## src/rtl/muldiv_if.sv

```systemverilog
// Operand/result bundle between the execute-stage control path and the
// iterative multiply/divide unit.
interface muldiv_if #(
    parameter int WIDTH = 32
);
    logic             start;
    logic [2:0]       MDCtl;
    logic [WIDTH-1:0] SrcA;
    logic [WIDTH-1:0] SrcB;
    logic             busy;
    logic             done;
    logic [WIDTH-1:0] MDResult;

    modport master (
        output start, MDCtl, SrcA, SrcB,
        input  busy, done, MDResult
    );

    modport slave (
        input  start, MDCtl, SrcA, SrcB,
        output busy, done, MDResult
    );
endinterface

```

## src/rtl/muldiv_unit.sv

```systemverilog
// Iterative RV32M multiply/divide unit: one shift-add or restoring
// shift-subtract step per cycle, magnitudes in, sign fix-up on the last step.
module muldiv_unit #(
    parameter int WIDTH = 32
) (
    input  logic     clk,
    input  logic     rst_n,
    muldiv_if.slave  bus
);

    localparam int CW = (WIDTH > 1) ? $clog2(WIDTH) : 1;
    localparam logic [CW-1:0] LAST = CW'(WIDTH - 1);

    localparam logic [1:0] S_IDLE = 2'd0;
    localparam logic [1:0] S_RUN  = 2'd1;
    localparam logic [1:0] S_DONE = 2'd2;

    localparam logic [2:0] OP_MUL    = 3'd0;
    localparam logic [2:0] OP_MULH   = 3'd1;
    localparam logic [2:0] OP_MULHSU = 3'd2;
    localparam logic [2:0] OP_MULHU  = 3'd3;
    localparam logic [2:0] OP_DIV    = 3'd4;
    localparam logic [2:0] OP_DIVU   = 3'd5;
    localparam logic [2:0] OP_REM    = 3'd6;
    localparam logic [2:0] OP_REMU   = 3'd7;

    logic [1:0]       state_q;
    logic [CW-1:0]    count_q;
    logic [2:0]       op_q;
    logic [WIDTH-1:0] m_q;       // value added (multiplicand) or subtracted (divisor)
    logic [WIDTH-1:0] hi_q;      // product high half / partial remainder
    logic [WIDTH-1:0] lo_q;      // multiplier bits / dividend bits, becoming product low / quotient
    logic [WIDTH-1:0] a_q;
    logic             neg_q;
    logic             rneg_q;
    logic             dz_q;
    logic             ovf_q;
    logic [WIDTH-1:0] md_result_q;

    // Accept-time operand decode
    logic             a_sgn, b_sgn, a_neg, b_neg;
    logic [WIDTH-1:0] a_mag, b_mag;

    always_comb begin
        a_sgn = (bus.MDCtl == OP_MULH) || (bus.MDCtl == OP_MULHSU) ||
                (bus.MDCtl == OP_DIV)  || (bus.MDCtl == OP_REM);
        b_sgn = (bus.MDCtl == OP_MULH) || (bus.MDCtl == OP_DIV) || (bus.MDCtl == OP_REM);
        a_neg = a_sgn & bus.SrcA[WIDTH-1];
        b_neg = b_sgn & bus.SrcB[WIDTH-1];
        a_mag = a_neg ? (~bus.SrcA + 1'b1) : bus.SrcA;
        b_mag = b_neg ? (~bus.SrcB + 1'b1) : bus.SrcB;
    end

    // One iteration of the shared core
    logic [WIDTH:0]     mul_sum;
    logic [WIDTH:0]     div_shifted;
    logic [WIDTH:0]     div_diff;
    logic               div_ge;
    logic [WIDTH-1:0]   hi_n, lo_n;
    logic [2*WIDTH-1:0] prod_fix;
    logic [WIDTH-1:0]   quo_fix, rem_fix;
    logic [WIDTH-1:0]   result_fin;

    // NOTE: every variable assigned here gets a default first, so no path can
    // leave one unassigned and infer a latch.
    always_comb begin
        mul_sum     = {1'b0, hi_q} + (lo_q[0] ? {1'b0, m_q} : '0);
        div_shifted = {hi_q, lo_q[WIDTH-1]};
        div_diff    = div_shifted - {1'b0, m_q};
        div_ge      = ~div_diff[WIDTH];
        hi_n        = mul_sum[WIDTH:1];
        lo_n        = {mul_sum[0], lo_q[WIDTH-1:1]};
        if (op_q[2]) begin
            hi_n = div_ge ? div_diff[WIDTH-1:0] : div_shifted[WIDTH-1:0];
            lo_n = {lo_q[WIDTH-2:0], div_ge};
        end

        prod_fix = neg_q ? -{hi_n, lo_n} : {hi_n, lo_n};
        quo_fix  = neg_q  ? -lo_n : lo_n;
        rem_fix  = rneg_q ? -hi_n : hi_n;

        result_fin = prod_fix[2*WIDTH-1:WIDTH];
        case (op_q)
            OP_MUL:            result_fin = prod_fix[WIDTH-1:0];
            OP_DIV, OP_DIVU:   result_fin = dz_q ? '1 : (ovf_q ? a_q : quo_fix);
            OP_REM, OP_REMU:   result_fin = dz_q ? a_q : (ovf_q ? '0 : rem_fix);
            default:           result_fin = prod_fix[2*WIDTH-1:WIDTH];
        endcase
    end

    // NOTE: all state, datapath registers included, is cleared by the async
    // reset so an aborted operation leaves nothing behind.
    always_ff @(posedge clk or negedge rst_n) begin
        if (!rst_n) begin
            state_q     <= S_IDLE;
            count_q     <= '0;
            op_q        <= '0;
            m_q         <= '0;
            hi_q        <= '0;
            lo_q        <= '0;
            a_q         <= '0;
            neg_q       <= 1'b0;
            rneg_q      <= 1'b0;
            dz_q        <= 1'b0;
            ovf_q       <= 1'b0;
            md_result_q <= '0;
        end else begin
            // NOTE: non-blocking assignments so every register samples the
            // pre-edge values of its peers.
            case (state_q)
                S_RUN: begin
                    hi_q <= hi_n;
                    lo_q <= lo_n;
                    if (count_q == LAST) begin
                        state_q     <= S_DONE;
                        md_result_q <= result_fin;
                    end else begin
                        count_q <= count_q + 1'b1;
                    end
                end
                default: begin
                    if (bus.start) begin
                        state_q <= S_RUN;
                        count_q <= '0;
                        op_q    <= bus.MDCtl;
                        hi_q    <= '0;
                        m_q     <= bus.MDCtl[2] ? b_mag : a_mag;
                        lo_q    <= bus.MDCtl[2] ? a_mag : b_mag;
                        a_q     <= bus.SrcA;
                        neg_q   <= a_neg ^ b_neg;
                        rneg_q  <= a_neg;
                        dz_q    <= (bus.SrcB == '0);
                        ovf_q   <= bus.MDCtl[2] && !bus.MDCtl[0] &&
                                   (bus.SrcA == {1'b1, {(WIDTH-1){1'b0}}}) &&
                                   (bus.SrcB == '1);
                    end else begin
                        state_q <= S_IDLE;
                    end
                end
            endcase
        end
    end

    assign bus.busy     = (state_q == S_RUN);
    assign bus.done     = (state_q == S_DONE);
    assign bus.MDResult = md_result_q;

endmodule

```

## src/flat_wrapper.sv

```systemverilog
// flat-port wrapper written by rule: the top's interface ports become plain ports
module muldiv_unit_flat 
#(
    parameter int WIDTH = 32
)
  (clk, rst_n, bus_start, bus_MDCtl, bus_SrcA, bus_SrcB, bus_busy, bus_done, bus_MDResult);
  muldiv_if #(.WIDTH(WIDTH)) bus_i ();
  input  logic clk;
  input  logic rst_n;
  input wire logic [$bits(bus_i.start)-1:0] bus_start;
  input wire logic [$bits(bus_i.MDCtl)-1:0] bus_MDCtl;
  input wire logic [$bits(bus_i.SrcA)-1:0] bus_SrcA;
  input wire logic [$bits(bus_i.SrcB)-1:0] bus_SrcB;
  output wire logic [$bits(bus_i.busy)-1:0] bus_busy;
  output wire logic [$bits(bus_i.done)-1:0] bus_done;
  output wire logic [$bits(bus_i.MDResult)-1:0] bus_MDResult;
  assign bus_i.start = bus_start;
  assign bus_i.MDCtl = bus_MDCtl;
  assign bus_i.SrcA = bus_SrcA;
  assign bus_i.SrcB = bus_SrcB;
  assign bus_busy = bus_i.busy;
  assign bus_done = bus_i.done;
  assign bus_MDResult = bus_i.MDResult;
  muldiv_unit #(.WIDTH(WIDTH)) u_core (.clk(clk), .rst_n(rst_n), .bus(bus_i));
endmodule
```

## config.mk

```make
export PLATFORM = sky130hd
export DESIGN_NAME = muldiv_unit_flat
export DESIGN_NICKNAME = d
export VERILOG_FILES = /design/src/rtl/muldiv_if.sv /design/src/rtl/muldiv_unit.sv /design/src/flat_wrapper.sv
export SDC_FILE = /design/constraint.sdc
export NUM_CORES = 1
export LEC_CHECK = 0
export CAP_MARGIN = 5
export CORE_MARGIN = 5
export CORE_UTILIZATION = 45
export DETAILED_ROUTE_END_ITERATION = 8
export RECOVER_POWER = 50
export SYNTH_ARGS = -nofsm -noshare
export SYNTH_HDL_FRONTEND = slang
export SYNTH_SLANG_ARGS = --single-unit
```

## constraint.sdc

```tcl
create_clock -name clk -period 7.3 [get_ports clk]
set_input_delay 1.095 -clock clk [delete_from_list [all_inputs] [get_ports clk]]
set_output_delay 1.095 -clock clk [all_outputs]
set_load 0.02 [all_outputs]
```

==> impl_metrics.py, run 1 <==
metrics = {
    "status": {
        "status": "complete, but fails checks",
        "violations": "capacitance limit, slew limit",
    },
    "layout": {
        "nFillCells": 3758,
        "fin_nets": 2449,
        "layout_common_cells": "nand2_1 (236), nor2_1 (223), o21ai_0 (200), a21oi_1 (195), dfrtp_1 (173)",
        "final_common_cell": "nand2_1",
        "seqCellArea_mm2": 0.00436,
        "multi_input_area_mm2": 0.0121,
        "final_cell_count_no_fill": 2830,
        "post_route_cells_drive_above_1_share_pct": 6.34,
        "diodes": 0,
        "postLayoutCoreUtil_pct": 51.0,
        "syn_to_final_growth_pct": 11.5,
    },
    "floorplan": {
        "core_area_mm2": 0.0378,
        "dieArea_mm2": 0.0424,
        "pin_count": 104,
        "initial_utilization_pct": 45.7,
        "die_width_um": 206,
        "die_h_um": 206,
        "rows": 71,
    },
    "drt": {
        "drc": 0,
        "avgRoutedWirePerCell_um": 25.9,
        "routed_wl_um": 73300,
        "drt-initial-drc-count": 2144,
        "drt_pass1_iterations": 5,
        "vias": 18300,
        "antenna_left": 0,
        "viasPerCell": 6.46,
    },
    "pwr": {
        "seqPwrFrac_pct": 16.8,
        "leakagePower_nw": 7.60,
        "ir_drop_mv": 0.237,
        "switchingPower_mw": 6.72,
        "power.total_mw": 11.8,
        "switching_share_pct": 57.1,
        "power.internal_mw": 5.05,
        "p_per_area_mw_per_mm2": 611,
        "clock_power_share_pct": 8.3,
        "combPwrFrac_pct": 74.9,
    },
    "synthesis": {
        "postSynthAreaPerCell_um2": 7.55,
        "ys_types": 97,
        "yosys_warnings": 0,
        "synth_seq_cells": 174,
        "synth_edf_count": 0,
        "synthFlopType": "dfrtp_1",
        "mappedNetlistNets": 2430,
        "async_reset_ff_share_pct": 100,
        "seq_area_frac_synth_pct": 25.2,
        "synthCells": 2287,
        "synth_area_mm2": 0.0173,
    },
    "cts": {
        "ctsRootBufferMaster": "clkbuf_16",
        "cts_hold_buffers": 0,
        "h-tree-depth": 4,
        "clk_latency_ps": 470,
        "tritoncts.num_buffers": 17,
        "cts_sinks": 174,
        "cts_tree": "done",
        "cts_resized": 0,
        "cts_setup_buffers": 0,
        "clkTransAtPathRegs_ps": 80,
        "clk_path_buf_depth": 2,
    },
    "timing": {
        "finalCritPeriodShare_pct": 91.6,
        "tightest_slew_ps": 4680,
        "fmax_mhz": 149,
        "skew_ps": 13.5,
        "rsz0062_at_grt": "no",
        "drv_slew": 230,
        "holdWs_ps": 478,
        "hold_violations": 0,
        "tns_ps": 0,
        "slew_headroom_pct": -212,
        "fin_crit_ps": 6690,
        "finalSetupViolations": 0,
    },
    "placed_design": {
        "globalplace.congestion": 0.992,
        "numPlacedInstances": 2798,
        "io_buffer_count": 103,
        "dp_hpwl_um": 56700,
    },
    "hold_path": {
        "holdPathStages": 2,
        "hp-class": "reg -> reg",
        "worstHoldStart": "u_core.bus.MDResult[16]",
        "worstHoldEndpoint": "u_core.bus.MDResult[16]",
    },
    "setup_path": {
        "crit_path_max_incr_delay_ps": 610,
        "r2r_cells": 20,
        "worstPathArrival_ps": 7070,
        "crit_path_start_kind": "flip-flop",
        "slowest_stage": "o31ai_1",
        "crit_buf_inv": 1,
        "startpoint": "u_core.hi_q[1]",
        "r2r-end": "u_core.bus.MDResult[30]",
        "r2r-start": "u_core.hi_q[1]",
        "path_cells": "ha_1 > nor2b_1 > o31ai_1 > a31oi_1 > o31ai_1 > nand2_1 > nand3_1 > a21boi_0 > buf_4 > ha_1 > nand4bb_1 > or3_1 > or3_1 > or3_1 > o21bai_1 > nor2_1 > nand4_1 > o41ai_1 > xnor2_1 > a211oi_1",
        "required_ps": 7680,
        "cp_max_fo": 11,
        "r2r_slack_ps": 610,
        "cpLargestDelayFamily": "compound AO/OA/AOI/OAI gates",
        "crit_top_cell": "or3_1",
        "path_class": "reg -> reg",
        "worstSetupEndpointType": "flip-flop",
    },
    "global_routing": {
        "busiest_layer": "met2",
        "met1_usage_pct": 46.7,
        "gr-total-overflow": 0,
        "grt_usage_pct": 33.7,
        "use_met2_pct": 52.1,
        "grt_first_pass_wirelength_um": 108000,
        "grtUsageMet3_pct": 6.25,
        "grt_max_degree": 95,
        "antenna_found_initial": 4,
        "first_global_vias": 16800,
    },
    "flow_run": {
        "cap_violations": 4,
    },
}
==> synth_stat cells, types with 16 or more instances <==
cell | count | share of area (%)
or3_1 | 25 | 0.91
a31oi_1 | 27 | 0.98
xnor2_1 | 100 | 5.1
buf_2 | 17 | 0.49
nor3_1 | 59 | 1.7
nor2b_1 | 17 | 0.62
o31ai_1 | 35 | 1.5
dfrtp_1 | 174 | 25
o221ai_1 | 27 | 1.4
nand3_1 | 71 | 2.1
inv_1 | 70 | 1.5
o21ai_0 | 200 | 5.8
nand2_1 | 236 | 5.1
o22ai_1 | 16 | 0.58
and2_1 | 48 | 1.7
a211oi_1 | 64 | 2.8
mux2_2 | 32 | 2.1
nor4_1 | 20 | 0.72
a21oi_1 | 195 | 5.7
o211ai_1 | 18 | 0.78
xor2_1 | 79 | 4.0
nand2b_1 | 18 | 0.65
nand4_1 | 42 | 1.5
mux2i_1 | 40 | 2.3
a21o_1 | 31 | 1.3
nor2_1 | 223 | 4.8
clkbuf_1 | 115 | 2.5
ha_1 | 71 | 5.1
==> per-layer routing <==
metal  up-vias  part of all wire (%)  wire, um
met5         -                 0.037        27
met4         4                   4.5      3290
met3       147                   8.4      6130
met2       942                    44     32300
met1      8793                    43     31500
li1       8408                     -         -
==> logic make-up (layout without fill, tap and decap cells) <==
group	after synthesis	count (layout)	share of synthesized area (%)
buffers and inverters	216	248	4.97
adder cells (fa/ha/maj)	73	73	5.38
AND/OR/NAND/NOR	820	820	22.7
AO/OA/AOI/OAI	753	753	28.2
flip-flops	174	174	25.2
XOR/XNOR	179	179	9.08
multiplexers	72	72	4.41
==> power by group through the flow <==
stage                     clock, mW  combinational (mW)  sequential (mW)
after floorplan                   0                5.77             1.86
after detailed placement          0                8.58             1.97
after global routing           1.02                9.33             2.02
final                         0.979                8.82             1.97
after global placement            0                8.56             1.94
after CTS                     0.984                8.61             1.95
==> metrics by stage <==
step / cell area (um^2) / worst slack, ps
3_5_place_dp: 18700 / 779
5_1_grt: 19300 / 141
2_1_floorplan: 17300 / 1620
4_1_cts: 19300 / 741
6_report: 19300 / 611
3_3_place_gp: 18700 / 994
==> area by class of cell <==
type / count / area share, %
multi-input cells: 1897 / 62.8
flip-flops and latches: 174 / 22.6
repair buffers: 142 / 6.75
well taps: 511 / 3.32
clock buffers: 17 / 2.21
inverters: 74 / 1.45
clock inverters: 15 / 0.871
==> flip-flops by register name, summed over array words and instances (netlist names) <==
name	count
u_core.m_q	32
u_core.a_q	32
u_core.count_q	5
u_core.neg_q	1
u_core.ovf_q	1
u_core.hi_q	32
u_core.rneg_q	1
u_core.state_q	2
u_core.dz_q	1
u_core.bus.MDResult	32
u_core.op_q	3
u_core.lo_q	32
==> worst register-to-register path, delay by kind of cell (launching register included) <==
kind | cells | cell delay [ps]
compound gates | 7 | 2660
simple gates | 9 | 2540
fa+ha+maj | 2 | 610
flops | 1 | 490
buf+inv | 1 | 160
xor+xnor | 1 | 120
==> worst max-delay path by stage <==
stage / end / slack [ps] / cells after the start
floorplan: u_core.bus.MDResult[30] / 1620 / 21
global placement: u_core.bus.MDResult[18] / 990 / 21
detailed placement: u_core.bus.MDResult[30] / 780 / 20
CTS: u_core.bus.MDResult[30] / 740 / 20
global route: u_core.bus.MDResult[30] / 140 / 20
finish: u_core.bus.MDResult[30] / 610 / 20
No activity file was read; power rests on OpenSTA's default activity.
==> run 2, diff against run 1 <==
--- a/config.mk
+++ b/config.mk
@@ -7,8 +7,9 @@
 export LEC_CHECK = 0
 export CAP_MARGIN = 5
 export CORE_MARGIN = 5
-export CORE_UTILIZATION = 45
+export CORE_UTILIZATION = 55
 export DETAILED_ROUTE_END_ITERATION = 8
+export PLACE_DENSITY = 0.75
 export RECOVER_POWER = 50
 export SYNTH_ARGS = -nofsm -noshare
 export SYNTH_HDL_FRONTEND = slang
==> constraint.sdc (replaced) <==
create_clock -name clk -period 8.46 [get_ports clk]
set_input_delay 1.269 -clock clk [delete_from_list [all_inputs] [get_ports clk]]
set_output_delay 1.269 -clock clk [all_outputs]
set_load 0.02 [all_outputs]
==> impl_metrics.py, run 2 (synthesis gave the netlist of run 1 again) <==
metrics = {
    "layout": {
        "final_common_cell": "nand2_1",
        "layout_common_cells": "nand2_1 (235), nor2_1 (223), o21ai_0 (200), a21oi_1 (195), dfrtp_1 (173)",
        "finalInstanceArea_mm2": 0.0191,
        "post_route_cells_drive_above_1_share_pct": 6.06,
        "syn_to_final_growth_pct": 10.4,
        "fin_nets": 2442,
        "final_cell_count_no_fill": 2708,
        "postLayoutCoreUtil_pct": 61.8,
    },
    "drt": {
        "wl_met1_um": 27500,
        "viasPerCell": 6.86,
        "top_layer": "met4",
        "avgRoutedWirePerCell_um": 25.1,
        "drt_pass1_iterations": 8,
        "antenna_left": 0,
        "dr_wl_met3_um": 7370,
        "drt-initial-drc-count": 2270,
        "routed_wl_um": 67900,
        "vias": 18600,
        "wl_met2_um": 29300,
        "drc": 0,
    },
    "cts": {
        "clk_path_buf_depth": 2,
        "clk_latency_ps": 460,
        "cts_setup_buffers": 0,
        "clkTransAtPathRegs_ps": 70,
        "cts_sinks": 174,
        "tritoncts.num_buffers": 17,
        "h-tree-depth": 4,
        "cts_resized": 0,
        "ctsRootBufferMaster": "clkbuf_16",
        "cts_tree": "done",
        "cts_hold_buffers": 0,
    },
    "setup_path": {
        "crit_path_max_incr_delay_ps": 560,
        "worstPathArrival_ps": 7160,
        "crit_top_cell": "or3_1",
        "cpLargestDelayFamily": "compound AO/OA/AOI/OAI gates",
        "required_ps": 8840,
        "worstSetupEndpointType": "flip-flop",
        "slowest_stage": "a21boi_0",
        "crit_buf_inv": 0,
        "crit_path_start_kind": "flip-flop",
        "path_cells": "ha_1 > nor2b_1 > o31ai_1 > a31oi_1 > o31ai_1 > nand2_1 > nand3_1 > a21boi_0 > ha_1 > nand4bb_1 > or3_1 > or3_1 > or3_1 > o21bai_1 > nor2_1 > nand4_1 > o41ai_1 > xnor2_1 > a211oi_1",
        "path_class": "reg -> reg",
        "cp_max_fo": 11,
    },
    "floorplan": {
        "pin_count": 104,
        "core_area_mm2": 0.0308,
        "rows": 64,
        "die_width_um": 187,
        "die_h_um": 187,
        "dieArea_mm2": 0.0350,
        "initial_utilization_pct": 56.0,
    },
    "placed_design": {
        "dp_hpwl_um": 51800,
        "place_area_mm2": 0.0185,
        "dp_slack_ps": 1940,
        "globalplace.congestion": 1.09,
        "numPlacedInstances": 2676,
        "io_buffer_count": 103,
    },
    "timing": {
        "worst_slack_ps": 1680,
        "skew_ps": 12.3,
        "tns_ps": 0,
        "rsz0062_at_grt": "no",
        "fin_crit_ps": 6780,
        "slew_headroom_pct": -286,
        "finalCritPeriodShare_pct": 80.1,
        "hold_violations": 0,
        "tightest_slew_ps": 5790,
        "finalSetupViolations": 0,
        "drv_slew": 127,
        "fmax_mhz": 147,
    },
    "global_routing": {
        "gr-total-overflow": 0,
        "antenna_found_initial": 2,
        "first_global_vias": 17200,
        "grt_max_degree": 99,
        "grt_first_pass_wirelength_um": 103000,
        "grt_usage_pct": 37.5,
    },
    "pwr": {
        "switchingPower_mw": 5.58,
        "switching_share_pct": 56.3,
        "power.internal_mw": 4.34,
        "ir_drop_mv": 0.194,
        "p_per_area_mw_per_mm2": 521,
        "combPwrFrac_pct": 74.4,
        "clock_power_share_pct": 8.3,
        "seqPwrFrac_pct": 17.3,
        "leakagePower_nw": 7.60,
    },
    "status": {
        "violations": "capacitance limit, slew limit",
        "status": "complete, but fails checks",
    },
    "hold_path": {
        "hp-class": "reg -> reg",
    },
    "flow_run": {
        "cap_violations": 2,
    },
}
-- run 2: final timing paths --
check	startpoint	to	slack [ps]	cells past startpoint
min in group asynchronous	rst_n	u_core.hi_q[14]	2950	1
min reg2reg	u_core.bus.MDResult[2]	u_core.bus.MDResult[2]	480	2
max in group asynchronous	rst_n	u_core.op_q[2]	2220	2
min	u_core.bus.MDResult[2]	u_core.bus.MDResult[2]	480	2
max	u_core.hi_q[1]	u_core.bus.MDResult[30]	1680	19
max reg2reg	u_core.hi_q[1]	u_core.bus.MDResult[30]	1680	19
-- run 2: per-layer routing --
layer,vias up,track usage (%)
met5,-,0
met4,0,18.5
met3,176,8.34
met2,1122,56.9
met1,8862,50.7
li1,8409,-
-- run 2: layout make-up --
type                            instances  area [um^2]
Antenna cell                            1         2.50
Tap cell                              396          495
Clock buffer                           20          447
Timing Repair Buffer                  135         1260
Inverter                               74          279
Clock inverter                         11          135
Sequential cell                       174         4360
Fill cell                            2816        11800
Multi-Input combinational cell       1897        12100
-- run 2: worst register-to-register path, cell delays in order, from the launching register on --
cell and delay, ps:
dfrtp_1 480, ha_1 390, nor2b_1 180, o31ai_1 520
a31oi_1 290, o31ai_1 360, nand2_1 140, nand3_1 220
a21boi_0 560, ha_1 340, nand4bb_1 160, or3_1 500
or3_1 450, or3_1 400, o21bai_1 380, nor2_1 190
nand4_1 290, o41ai_1 480, xnor2_1 100, a211oi_1 240
-- run 2: metrics by stage --
stage	hold slack, ps	total power [mW]
6_report	483	9.92
5_1_grt	513	10.5
4_1_cts	494	9.70
3_5_place_dp	479	8.85
3_3_place_gp	461	8.75
2_1_floorplan	444	6.58
-- run 2: power groups by stage --
stage | Combinational (mW) | Sequential [mW] | Clock (mW)
2_1_floorplan | 4.98 | 1.60 | 0
3_3_place_gp | 7.07 | 1.68 | 0
3_5_place_dp | 7.14 | 1.71 | 0
4_1_cts | 7.18 | 1.70 | 0.825
5_1_grt | 7.86 | 1.76 | 0.858
6_report | 7.38 | 1.72 | 0.826
==> run 3, diff against run 2 <==
==> constraint.sdc (replaced) <==
create_clock -name clk -period 7 [get_ports clk]
set_input_delay 1.05 -clock clk [delete_from_list [all_inputs] [get_ports clk]]
set_output_delay 1.05 -clock clk [all_outputs]
set_load 0.02 [all_outputs]
==> impl_metrics.py, run 3 (synthesis gave the netlist of run 1 again) <==
metrics = {
    "setup_path": {
        "worstSetupEndpointType": "primary output",
        "crit_path_max_incr_delay_ps": 2580,
        "path_class": "reg -> out",
        "cpLargestDelayFamily": "buffers and inverters",
        "path_cells": "nand2b_2 > clkbuf_1 > clkinv_1 > clkbuf_1 > clkdlybuf4s50_1",
        "worstPathArrival_ps": 5530,
        "crit_top_cell": "clkbuf_1",
        "crit_path_start_kind": "flip-flop",
        "slowest_stage": "clkbuf_1",
        "required_ps": 5950,
        "cp_max_fo": 71,
        "crit_buf_inv": 4,
    },
    "timing": {
        "tns_ps": 0,
        "fin_crit_ps": 6580,
        "fmax_mhz": 152,
        "hold_violations": 0,
        "finalCritPeriodShare_pct": 94.0,
        "drv_slew": 316,
        "tightest_slew_ps": 3690,
        "finalSetupViolations": 0,
        "slew_headroom_pct": -146,
        "rsz0062_at_grt": "no",
        "skew_ps": 15.5,
    },
    "cts": {
        "tritoncts.num_buffers": 17,
        "clk_path_buf_depth": 2,
        "clkTransAtPathRegs_ps": 70,
        "ctsRootBufferMaster": "clkbuf_16",
        "clk_latency_ps": 470,
        "cts_tree": "done",
        "cts_resized": 0,
        "cts_setup_buffers": 0,
        "h-tree-depth": 4,
        "cts_hold_buffers": 0,
        "cts_sinks": 174,
    },
    "hold_path": {
        "hp-class": "reg -> reg",
    },
    "layout": {
        "diodes": 0,
        "post_route_cells_drive_above_1_share_pct": 6.46,
        "layout_common_cells": "nand2_1 (235), nor2_1 (223), o21ai_0 (200), a21oi_1 (195), dfrtp_1 (173)",
        "fin_nets": 2453,
        "syn_to_final_growth_pct": 10.9,
        "final_common_cell": "nand2_1",
    },
    "floorplan": {
        "dieArea_mm2": 0.0350,
        "core_area_mm2": 0.0308,
        "die_width_um": 187,
        "initial_utilization_pct": 56.0,
        "rows": 64,
        "pin_count": 104,
        "die_h_um": 187,
    },
    "placed_design": {
        "globalplace.congestion": 1.07,
        "io_buffer_count": 103,
        "dp_hpwl_um": 52300,
    },
    "status": {
        "violations": "capacitance limit, slew limit",
        "status": "complete, but fails checks",
    },
    "global_routing": {
        "first_global_vias": 17600,
        "grt_usage_pct": 38.0,
        "antenna_found_initial": 3,
        "grt_max_degree": 95,
        "gr-total-overflow": 0,
        "grt_first_pass_wirelength_um": 105000,
    },
    "drt": {
        "vias": 18700,
        "avgRoutedWirePerCell_um": 25.2,
        "drt_pass1_iterations": 6,
        "routed_wl_um": 68400,
        "viasPerCell": 6.86,
        "drt-initial-drc-count": 2650,
        "drc": 0,
        "antenna_left": 0,
    },
    "flow_run": {
        "cap_violations": 6,
    },
}
-- run 3: area by class of cell --
| type | count | area (um^2) |
|---|---|---|
| multi-input cells | 1897 | 12100 |
| flip-flops and latches | 174 | 4360 |
| well taps | 396 | 495 |
| fillers | 2799 | 11700 |
| clock buffers | 18 | 439 |
| clock inverters | 14 | 178 |
| inverters | 74 | 279 |
| repair buffers | 146 | 1330 |
-- run 3: path summary, 6_finish.rpt --
kind,start,end,slack [ps],cells past startpoint
max,u_core.state_q[1],bus_busy,420,5
min,u_core.bus.MDResult[7],u_core.bus.MDResult[7],480,2
max reg2reg,u_core.lo_q[31],u_core.bus.MDResult[30],470,22
min reg2reg,u_core.bus.MDResult[7],u_core.bus.MDResult[7],480,2
max in group asynchronous,rst_n,u_core.op_q[2],1670,2
min in group asynchronous,rst_n,u_core.hi_q[16],1650,1
-- run 3: through the flow --
step | worst slack [ps] | util (%) | cell area (um^2) | hold WS, ps | std cells
after floorplan | 1320 | - | 17300 | 444 | 2287
after global routing | 48.1 | 62.1 | 19200 | 508 | 2719
after detailed placement | 703 | 60.2 | 18600 | 471 | 2687
final | 423 | 62.1 | 19200 | 481 | 2719
after global placement | 984 | 60.2 | 18600 | 464 | 2687
after CTS | 658 | 62.2 | 19200 | 488 | 2719
-- run 3: worst register-to-register path, cell delays in order (launching register included) --
cell	delay, ps
dfrtp_1	410
inv_1	140
ha_1	220
fa_1	220
nor2b_1	70
o31ai_1	560
a31oi_1	300
o31ai_1	410
nand2_1	120
nand3_1	230
a21boi_0	220
buf_4	150
ha_1	220
nand4bb_1	170
or3_1	510
or3_1	450
or3_1	400
o21bai_1	390
nor2_1	190
nand4_1	290
o41ai_1	430
xnor2_1	100
a211oi_1	240
-- run 3: per-layer routing --
| metal | routed length, um | GRT usage (%) |
|---|---|---|
| met1 | 27700 | 51.8 |
| met2 | 29000 | 56.6 |
| met3 | 7380 | 8.68 |
| met4 | 4240 | 19.4 |
| met5 | 47 | 0 |
Power of run 3 is not shown: default switching activity piles up to over one toggle a cycle in this logic, so the estimate is an artifact.
